`src/rtl/uart_rx.sv`:
```
// UART receiver: centre-sampled start/data/stop bits, one-cycle ready/error strobes.
// Optional two-flop input synchroniser enabled by defining UART_RX_SYNC_EN.
`timescale 1ns/1ps
module uart_rx #(
    parameter int unsigned p_BITSLOT_HALF_PERIOD = 8,
    parameter int unsigned p_DATA_BITS           = 8,
    parameter int unsigned p_STOP_BITS           = 1
) (
    input  logic                   i_clk,
    input  logic                   i_rst,
    input  logic                   i_rx,
    output logic [p_DATA_BITS-1:0] o_data,
    output logic                   o_data_ready,
    output logic                   o_frame_err
);

    localparam int unsigned H      = p_BITSLOT_HALF_PERIOD;
    localparam int unsigned D      = p_DATA_BITS;
    localparam int unsigned S      = p_STOP_BITS;
    localparam int unsigned CntW   = (2 * H > 1) ? $clog2(2 * H) : 1;
    localparam int unsigned MaxDS  = (D > S) ? D : S;
    localparam int unsigned IdxW   = $clog2(MaxDS + 1);

    localparam logic [CntW-1:0] HalfLoad = CntW'(H - 1);
    localparam logic [CntW-1:0] FullLoad = CntW'(2 * H - 1);
    localparam logic [IdxW-1:0] LastData = IdxW'(D - 1);
    localparam logic [IdxW-1:0] LastStop = IdxW'(S - 1);

    typedef enum logic [2:0] {StIdle, StStart, StData, StStop, StBreak} state_e;

    state_e          state_q, state_d;
    logic [CntW-1:0] cnt_q, cnt_d;
    logic [IdxW-1:0] idx_q, idx_d;
    logic [D-1:0]    shift_q, shift_d;
    logic [D-1:0]    data_q, data_d;
    logic            ready_q, ready_d;
    logic            err_q, err_d;
    logic            rx;
    logic            sample;

`ifdef UART_RX_SYNC_EN
    logic [1:0] sync_q;

    always_ff @(posedge i_clk or posedge i_rst) begin
        if (i_rst) begin
            sync_q <= 2'b11;
        end else begin
            sync_q <= {sync_q[0], i_rx};
        end
    end

    assign rx = sync_q[1];
`else
    assign rx = i_rx;
`endif

    // Counter reaches zero exactly at the centre of the current bit.
    assign sample = (cnt_q == '0);

    always_comb begin
        state_d = state_q;
        cnt_d   = cnt_q;
        idx_d   = idx_q;
        shift_d = shift_q;
        data_d  = data_q;
        ready_d = 1'b0;
        err_d   = 1'b0;

        if (state_q != StIdle && state_q != StBreak && !sample) begin
            cnt_d = cnt_q - 1'b1;
        end

        case (state_q)
            StIdle: begin
                if (!rx) begin
                    state_d = StStart;
                    cnt_d   = HalfLoad;
                    idx_d   = '0;
                end
            end
            StStart: begin
                if (sample) begin
                    if (rx) begin
                        state_d = StIdle;
                    end else begin
                        state_d = StData;
                        cnt_d   = FullLoad;
                    end
                end
            end
            StData: begin
                if (sample) begin
                    shift_d        = shift_q >> 1;
                    shift_d[D-1]   = rx;
                    cnt_d          = FullLoad;
                    if (idx_q == LastData) begin
                        state_d = StStop;
                        idx_d   = '0;
                    end else begin
                        idx_d = idx_q + 1'b1;
                    end
                end
            end
            StStop: begin
                if (sample) begin
                    cnt_d = FullLoad;
                    if (!rx) begin
                        err_d   = 1'b1;
                        state_d = StBreak;
                        idx_d   = '0;
                    end else if (idx_q == LastStop) begin
                        data_d  = shift_q;
                        ready_d = 1'b1;
                        state_d = StIdle;
                        idx_d   = '0;
                    end else begin
                        idx_d = idx_q + 1'b1;
                    end
                end
            end
            StBreak: begin
                // A held-low line must not be mistaken for a new start bit.
                if (rx) begin
                    state_d = StIdle;
                end
            end
            default: state_d = StIdle;
        endcase
    end

    always_ff @(posedge i_clk or posedge i_rst) begin
        if (i_rst) begin
            state_q <= StIdle;
            cnt_q   <= '0;
            idx_q   <= '0;
            shift_q <= '0;
            data_q  <= '0;
            ready_q <= 1'b0;
            err_q   <= 1'b0;
        end else begin
            state_q <= state_d;
            cnt_q   <= cnt_d;
            idx_q   <= idx_d;
            shift_q <= shift_d;
            data_q  <= data_d;
            ready_q <= ready_d;
            err_q   <= err_d;
        end
    end

    assign o_data       = data_q;
    assign o_data_ready = ready_q;
    assign o_frame_err  = err_q;

endmodule

```
`config.mk`:
```
export PLATFORM = sky130hd
export DESIGN_NAME = uart_rx
export DESIGN_NICKNAME = d
export VERILOG_FILES = /design/src/rtl/uart_rx.sv
export SDC_FILE = /design/constraint.sdc
export NUM_CORES = 1
export LEC_CHECK = 0
export ABC_AREA = 1
export BUFFER_PORTS_ARGS = -buffer_cell sky130_fd_sc_hd__clkbuf_2
export CAP_MARGIN = 20
export CORE_ASPECT_RATIO = 1.25
export CORE_UTILIZATION = 62
export DETAILED_ROUTE_END_ITERATION = 12
export GPL_TIMING_DRIVEN = 0
export MAX_ROUTING_LAYER = met4
export PLACE_DENSITY_LB_ADDON = 0.08
export SLEW_MARGIN = 20
export SYNTH_ARGS = -nofsm -noshare
export SYNTH_HDL_FRONTEND = slang
export SYNTH_SLANG_ARGS = --single-unit
```
`constraint.sdc`:
```
create_clock -name i_clk -period 2 [get_ports i_clk]
set_input_delay 0.2 -clock i_clk [delete_from_list [all_inputs] [get_ports i_clk]]
set_output_delay 0.2 -clock i_clk [all_outputs]
set_load 0.02 [all_outputs]
```
After elaboration in Yosys (flattened, before gate mapping)
Index checks and enable logic that the tools add are counted.
- reduce and logical (&&, ||, !) cells: 13
- add/subtract/negate cells: 2
- mux-type cells: 30
- eq/ne operators: 13
- operators by type and width (operator ; count):
    $mux W4 ; 11
    $mux W3 ; 8
    $pmux W4 S3 ; 2
    $pmux W3 S5 ; 1
    $ne A2 B2 Y1 const B ; 6
    $logic_not A4 Y1 ; 2
    $reduce_and A4 Y1 ; 2
    $mux W1 ; 7
    $reduce_and A7 Y1 ; 1
    $eq A3 B2 Y1 const B ; 2
    $ne A3 B3 Y1 const B ; 2
    $reduce_bool A3 Y1 ; 2
    $add A4 B1 Y4 const B ; 1
    $eq A4 B3 Y1 const B ; 1
    $sub A4 B1 Y4 const B ; 1
    $eq A3 B1 Y1 const B ; 1
    $eq A3 B3 Y1 const B ; 1
    $logic_not A3 Y1 ; 1
    $logic_and A1 B1 Y1 ; 2
    $mux W2 ; 1
    $reduce_and A2 Y1 ; 1
    $reduce_or A2 Y1 ; 1
    $logic_not A1 Y1 ; 1
- output and inout port bits: 10
- logic and storage cells: 65
- input bits: 3
- register bits after elaboration: 29

Depth between registers and ports, before layout
- depth after elaboration: 7
- depth in mapped cells: 9
- mapped depth without buffers: 9

Worst setup path after synthesis
Ideal clock, no wire load.
- path type: reg2reg
- from: register cnt_q[0]
- to: register data_q[2] (netlist: o_data[2])
- path slack: 628 ps
- required time: 1883 ps
- path buffers: 1
- arrival: 1255 ps
- setup time: 117 ps
- clock period less this slack: 1372 ps
- stages on the path, launching flop included: 9
- cells stage by stage: dfrtp_1 > inv_1 > ha_1 > nand2_2 > inv_1 > nand4_4 > buf_6 > nand2_2 > o21ai_2
- longest elaborated chain between the ends: 2
- ends and longest elaborated chain (what ; RTL line ; text):
    start, declared ; 32 ; logic [CntW-1:0] cnt_q, cnt_d;
    start signal, assigned ; 142 ; cnt_q <= cnt_d;
    $logic_not A4 Y1 ; 58 ; assign sample = (cnt_q == '0);
    $reduce_and A4 Y1 (no line) ; - ;
    end signal, assigned ; 145 ; data_q <= data_d;
    end, declared ; 35 ; logic [D-1:0] data_q, data_d;
Every way passes these cells.
A chain may end at the register's enable or synchronous reset.

Final worst setup path
Same ends and word-level chain as after synthesis.

==> report_table.html <==
<table>
<tr><th>Metric</th><th>Value</th></tr>
<tr><th colspan="2">Layout</th></tr>
<tr><td>Final Cell Area</td><td>0.00161 sq mm</td></tr>
<tr><td>Post-layout nets</td><td>195</td></tr>
<tr><td>Syn-to-layout area delta</td><td>11.3%</td></tr>
<tr><td>Antenna cell count</td><td>0</td></tr>
<tr><td>Proportion of layout cells with a drive suffix above 1</td><td>26.1%</td></tr>
<tr><th colspan="2">Yosys</th></tr>
<tr><td>Xor and xnor area share after synthesis</td><td>0%</td></tr>
<tr><td>Simple-gate share of the synthesized area</td><td>27.4%</td></tr>
<tr><td>Largest family of logic cells by synthesized area</td><td>simple AND/OR/NAND/NOR gates</td></tr>
<tr><td>Post-synthesis cell count</td><td>168</td></tr>
<tr><td>Cell with the most instances after synthesis</td><td>nand2_1</td></tr>
<tr><td>Async SR Flop Fraction</td><td>100%</td></tr>
<tr><td>Unique cell type count in the Yosys netlist</td><td>23</td></tr>
<tr><td>Number of flops mapped to enable cells by yosys</td><td>0</td></tr>
<tr><td>Syn_nets</td><td>175</td></tr>
<tr><td>Area fraction of the dominant cell type after synthesis</td><td>50.2%</td></tr>
<tr><td>Fraction of the mapped netlist area in compound gates</td><td>11.3%</td></tr>
<tr><td>Commonest cells in the synthesized netlist</td><td>nand2_1 (39), dfrtp_1 (29), inv_1 (22)</td></tr>
<tr><td>Cell types with the largest area share after synthesis</td><td>dfrtp_1 (50%), nand2_1 (10%), inv_1 (5.7%)</td></tr>
<tr><td>Area share of fa/ha/maj cells after synthesis</td><td>3.46%</td></tr>
<tr><td>Mean instance size in the synthesized netlist</td><td>8.61 sq um</td></tr>
<tr><td>Combined area of all synthesized cells</td><td>0.00145 sq mm</td></tr>
<tr><td>Number of warning messages in the yosys log</td><td>0</td></tr>
<tr><td>Largest area contributor in the netlist</td><td>dfrtp_1</td></tr>
<tr><td>Count of state elements after synthesis</td><td>29</td></tr>
<tr><td>Ys flop type</td><td>dfrtp_1</td></tr>
<tr><td>Mux contribution to synthesized area</td><td>0%</td></tr>
<tr><td>Portion of the post-synthesis area used by sequential elements</td><td>50.2%</td></tr>
<tr><th colspan="2">STA</th></tr>
<tr><td>Clock tree skew after final layout</td><td>0.00216 ns</td></tr>
<tr><td>Hold Fails Final Rpt</td><td>0</td></tr>
<tr><td>Post-route clock period utilization</td><td>79.8%</td></tr>
<tr><td>Worst max-slew margin expressed relative to the limit</td><td>61.4%</td></tr>
<tr><td>Actual slew at the worst max-slew pin</td><td>0.578 ns</td></tr>
<tr><td>RSZ-0062 raised after global routing</td><td>no</td></tr>
<tr><td>Final setup viols</td><td>0</td></tr>
<tr><td>Total negative slack for setup checks</td><td>0 ns</td></tr>
<tr><td>Minimum period implied by the final worst setup slack</td><td>1.60 ns</td></tr>
<tr><td>Number of slew-limit violations in the final report</td><td>0</td></tr>
<tr><td>Minimum hold slack</td><td>0.175 ns</td></tr>
<tr><td>Achievable Freq</td><td>627 MHz</td></tr>
<tr><td>Minimum setup slack in the final design</td><td>0.404 ns</td></tr>
<tr><th colspan="2">Floorplanning</th></tr>
<tr><td>Rows</td><td>19</td></tr>
<tr><td>Overall die area</td><td>0.00253 sq mm</td></tr>
<tr><td>Initial core utilization</td><td>65.4%</td></tr>
<tr><td>I/O Pins</td><td>13</td></tr>
<tr><td>Y dimension of the die</td><td>56 microns</td></tr>
<tr><td>Die width</td><td>45.2 microns</td></tr>
<tr><td>Core region area</td><td>0.00221 sq mm</td></tr>
<tr><th colspan="2">Clock tree</th></tr>
<tr><td>Cells resized by post-CTS repair</td><td>0</td></tr>
<tr><td>Number of clock buffers inserted by TritonCTS</td><td>5</td></tr>
<tr><td>Source-to-sink clock delay at the later pin of the worst-skew pair</td><td>0.32 ns</td></tr>
<tr><td>Clock tree root buffer cell</td><td>clkbuf_4</td></tr>
<tr><td>CTS tree</td><td>yes</td></tr>
<tr><td>Number of clock sinks</td><td>29</td></tr>
<tr><td>CTS clock-pin slew for the worst setup and hold paths</td><td>0.08 ns</td></tr>
<tr><td>Buffers from clock root to sink, at most</td><td>2</td></tr>
<tr><td># H-tree levels</td><td>2</td></tr>
<tr><th colspan="2">Worst setup path</th></tr>
<tr><td>Destination of the worst register-to-register timing path</td><td>o_data[2]</td></tr>
<tr><td>Type of element capturing the critical path</td><td>flop</td></tr>
<tr><td>Startpoint type of the worst setup path</td><td>flop</td></tr>
<tr><td>Worst setup path startpoint</td><td>cnt_q[0]</td></tr>
<tr><td>Slack of the worst reg-to-reg path</td><td>0.40 ns</td></tr>
<tr><td>Launch instance of the worst register-to-register path</td><td>cnt_q[0]</td></tr>
<tr><td>Cell count of the worst reg-to-reg path</td><td>8</td></tr>
<tr><td>Arrival time at the worst endpoint</td><td>1.81 ns</td></tr>
<tr><td>CP endpoint</td><td>o_data[2]</td></tr>
<tr><td>Critical Path RT</td><td>2.21 ns</td></tr>
<tr><td>Critical Setup Path Class</td><td>reg -&gt; reg</td></tr>
<tr><td>Highest net fanout along the worst path</td><td>10</td></tr>
<tr><th colspan="2">Placed design</th></tr>
<tr><td>Global placer's final weighted congestion</td><td>0.818</td></tr>
<tr><td>Number of buffers inserted by port buffering</td><td>12</td></tr>
<tr><td>Cell area after placement</td><td>0.00155 sq mm</td></tr>
<tr><td>Worst setup timing slack at the placement stage</td><td>0.411 ns</td></tr>
<tr><td>Post-detail-place hpwl</td><td>1860 microns</td></tr>
<tr><th colspan="2">Routing</th></tr>
<tr><td>Total iterations of the first detailed-routing run</td><td>4</td></tr>
<tr><td>Count of antenna-violating nets left after detailed routing</td><td>0</td></tr>
<tr><td>Average vias per placed instance</td><td>5.19</td></tr>
<tr><td>Mean routed wirelength per cell</td><td>11.3 microns</td></tr>
<tr><td>Overall via count from detail_route</td><td>1136</td></tr>
<tr><td>WL final</td><td>2460 microns</td></tr>
<tr><td>First-iteration detailed-routing DRC count</td><td>41</td></tr>
<tr><td>Residual DRC</td><td>0</td></tr>
<tr><th colspan="2">Pwr</th></tr>
<tr><td>Pwr dens</td><td>1000 mW/mm^2</td></tr>
<tr><td>Leakage power</td><td>0.826 nW</td></tr>
<tr><td>Worst voltage drop across the vdd grid</td><td>0.857 mV</td></tr>
<tr><th colspan="2">Global routing</th></tr>
<tr><td>Global-route wire length before repair</td><td>4260 microns</td></tr>
<tr><td>GRT Util Overall</td><td>23.8%</td></tr>
<tr><td>Initial antenna violation count</td><td>0</td></tr>
<tr><td>Number of global-route vias before repair</td><td>1091</td></tr>
<tr><td>Maximum number of pins on one net before global-route repair</td><td>30</td></tr>
<tr><td>Total grt overflow</td><td>0</td></tr>
<tr><th colspan="2">Hold path</th></tr>
<tr><td>Worst hold path class</td><td>in -&gt; reg</td></tr>
<tr><th colspan="2">Status</th></tr>
<tr><td>Result of the run</td><td>finished, final reports clean</td></tr>
<tr><th colspan="2">Job</th></tr>
<tr><td>Total of max-cap violations</td><td>0</td></tr>
</table>
[per-stage QoR]
step,utilization [%],instances,power (mW)
3_5_place_dp,69.9,211,1.27
4_1_cts,72.4,218,1.63
3_3_place_gp,69.9,211,1.25
5_1_grt,72.8,219,1.73
6_report,72.8,219,1.61
2_1_floorplan,-,168,1.17
[power breakdown]
part           internal [mW]  switching, mW
sequential             0.670         0.0813
clock                  0.166          0.182
combinational          0.175          0.336
total                   1.01          0.600
[worst max-delay path: stages (launching register included)]
cell     delay (ns)
dfrtp_1        0.39
inv_1          0.14
ha_1           0.22
nand2_2        0.09
inv_1          0.16
nand4_4        0.17
buf_6          0.20
nand2_2        0.06
o21ai_2        0.05
[final cells by class]
cell class,count,area (sq um)
Sequential cell,29,726
Multi-Input combinational cell,112,611
Fill cell,182,601
Inverter,25,93.8
Timing Repair Buffer,13,70.1
Clock buffer,7,55.1
Tap cell,31,38.8
Buffer,2,16.3
[cell usage in the layout (no fill, tap or decap)]
cell           Yosys  routed
buf_2              1       1
o32ai_1            1       1
ha_1               4       4
nor3_1             1       1
inv_1             22      21
clkbuf_8           0       1
nand3b_1           1       1
buf_6              1       1
nand3_1            9       9
nand4_4            1       1
clkbuf_1           0       1
nand2_1           39      39
clkbuf_4           0       5
o22ai_1            1       1
nand2_2           12      12
a21oi_1            3       3
nor2_1            11      11
inv_2              3       4
nand4_1            3       3
dfrtp_1           29      29
nor2_4             1       1
nor2_2             4       4
o21ai_2            7       7
dlygate4sd3_1      0       1
clkbuf_2           0      12
o211ai_1           1       1
o21ai_1            9       9
o21ai_0            4       4
[state kept, by name (all words and copies together) (netlist names)]
name,cells
o_data,8
shift_q,8
cnt_q,4
idx_q,4
state_q,3
o_data_ready,1
o_frame_err,1
[worst min path at each step]
stage	from	end	slack, ns	cells after the start
final	i_rx	state_q[2]	0.18	2
after global routing	i_rx	state_q[2]	0.17	2
after CTS	i_rst	state_q[1]	0.14	2
after detailed placement	shift_q[0]	o_data[0]	0.46	2
after global placement	shift_q[0]	o_data[0]	0.45	2
after floorplan	i_rst	cnt_q[0]	0.28	1
[what timing repair did]
action / 4_1_cts / 5_1_grt
hold buffers: 0 / 1
setup buffers: 0 / 0
endpoints found under the hold margin: 0 / 29
[cell families (layout without fill, tap and decap cells)]
family	Yosys count	in the layout
buf+inv	27	47
compound gates	26	26
simple gates	82	82
fa+ha+maj	4	4
flops	29	29
[per-layer routing]
layer	global-route usage, %	routed length, microns	up-vias
met5	-	0	-
met3	7.79	84	3
met4	9.09	27	0
met1	24.9	1060	536
met2	40.0	1290	21
li1	-	-	576
No activity file was read; power rests on OpenSTA's default activity.
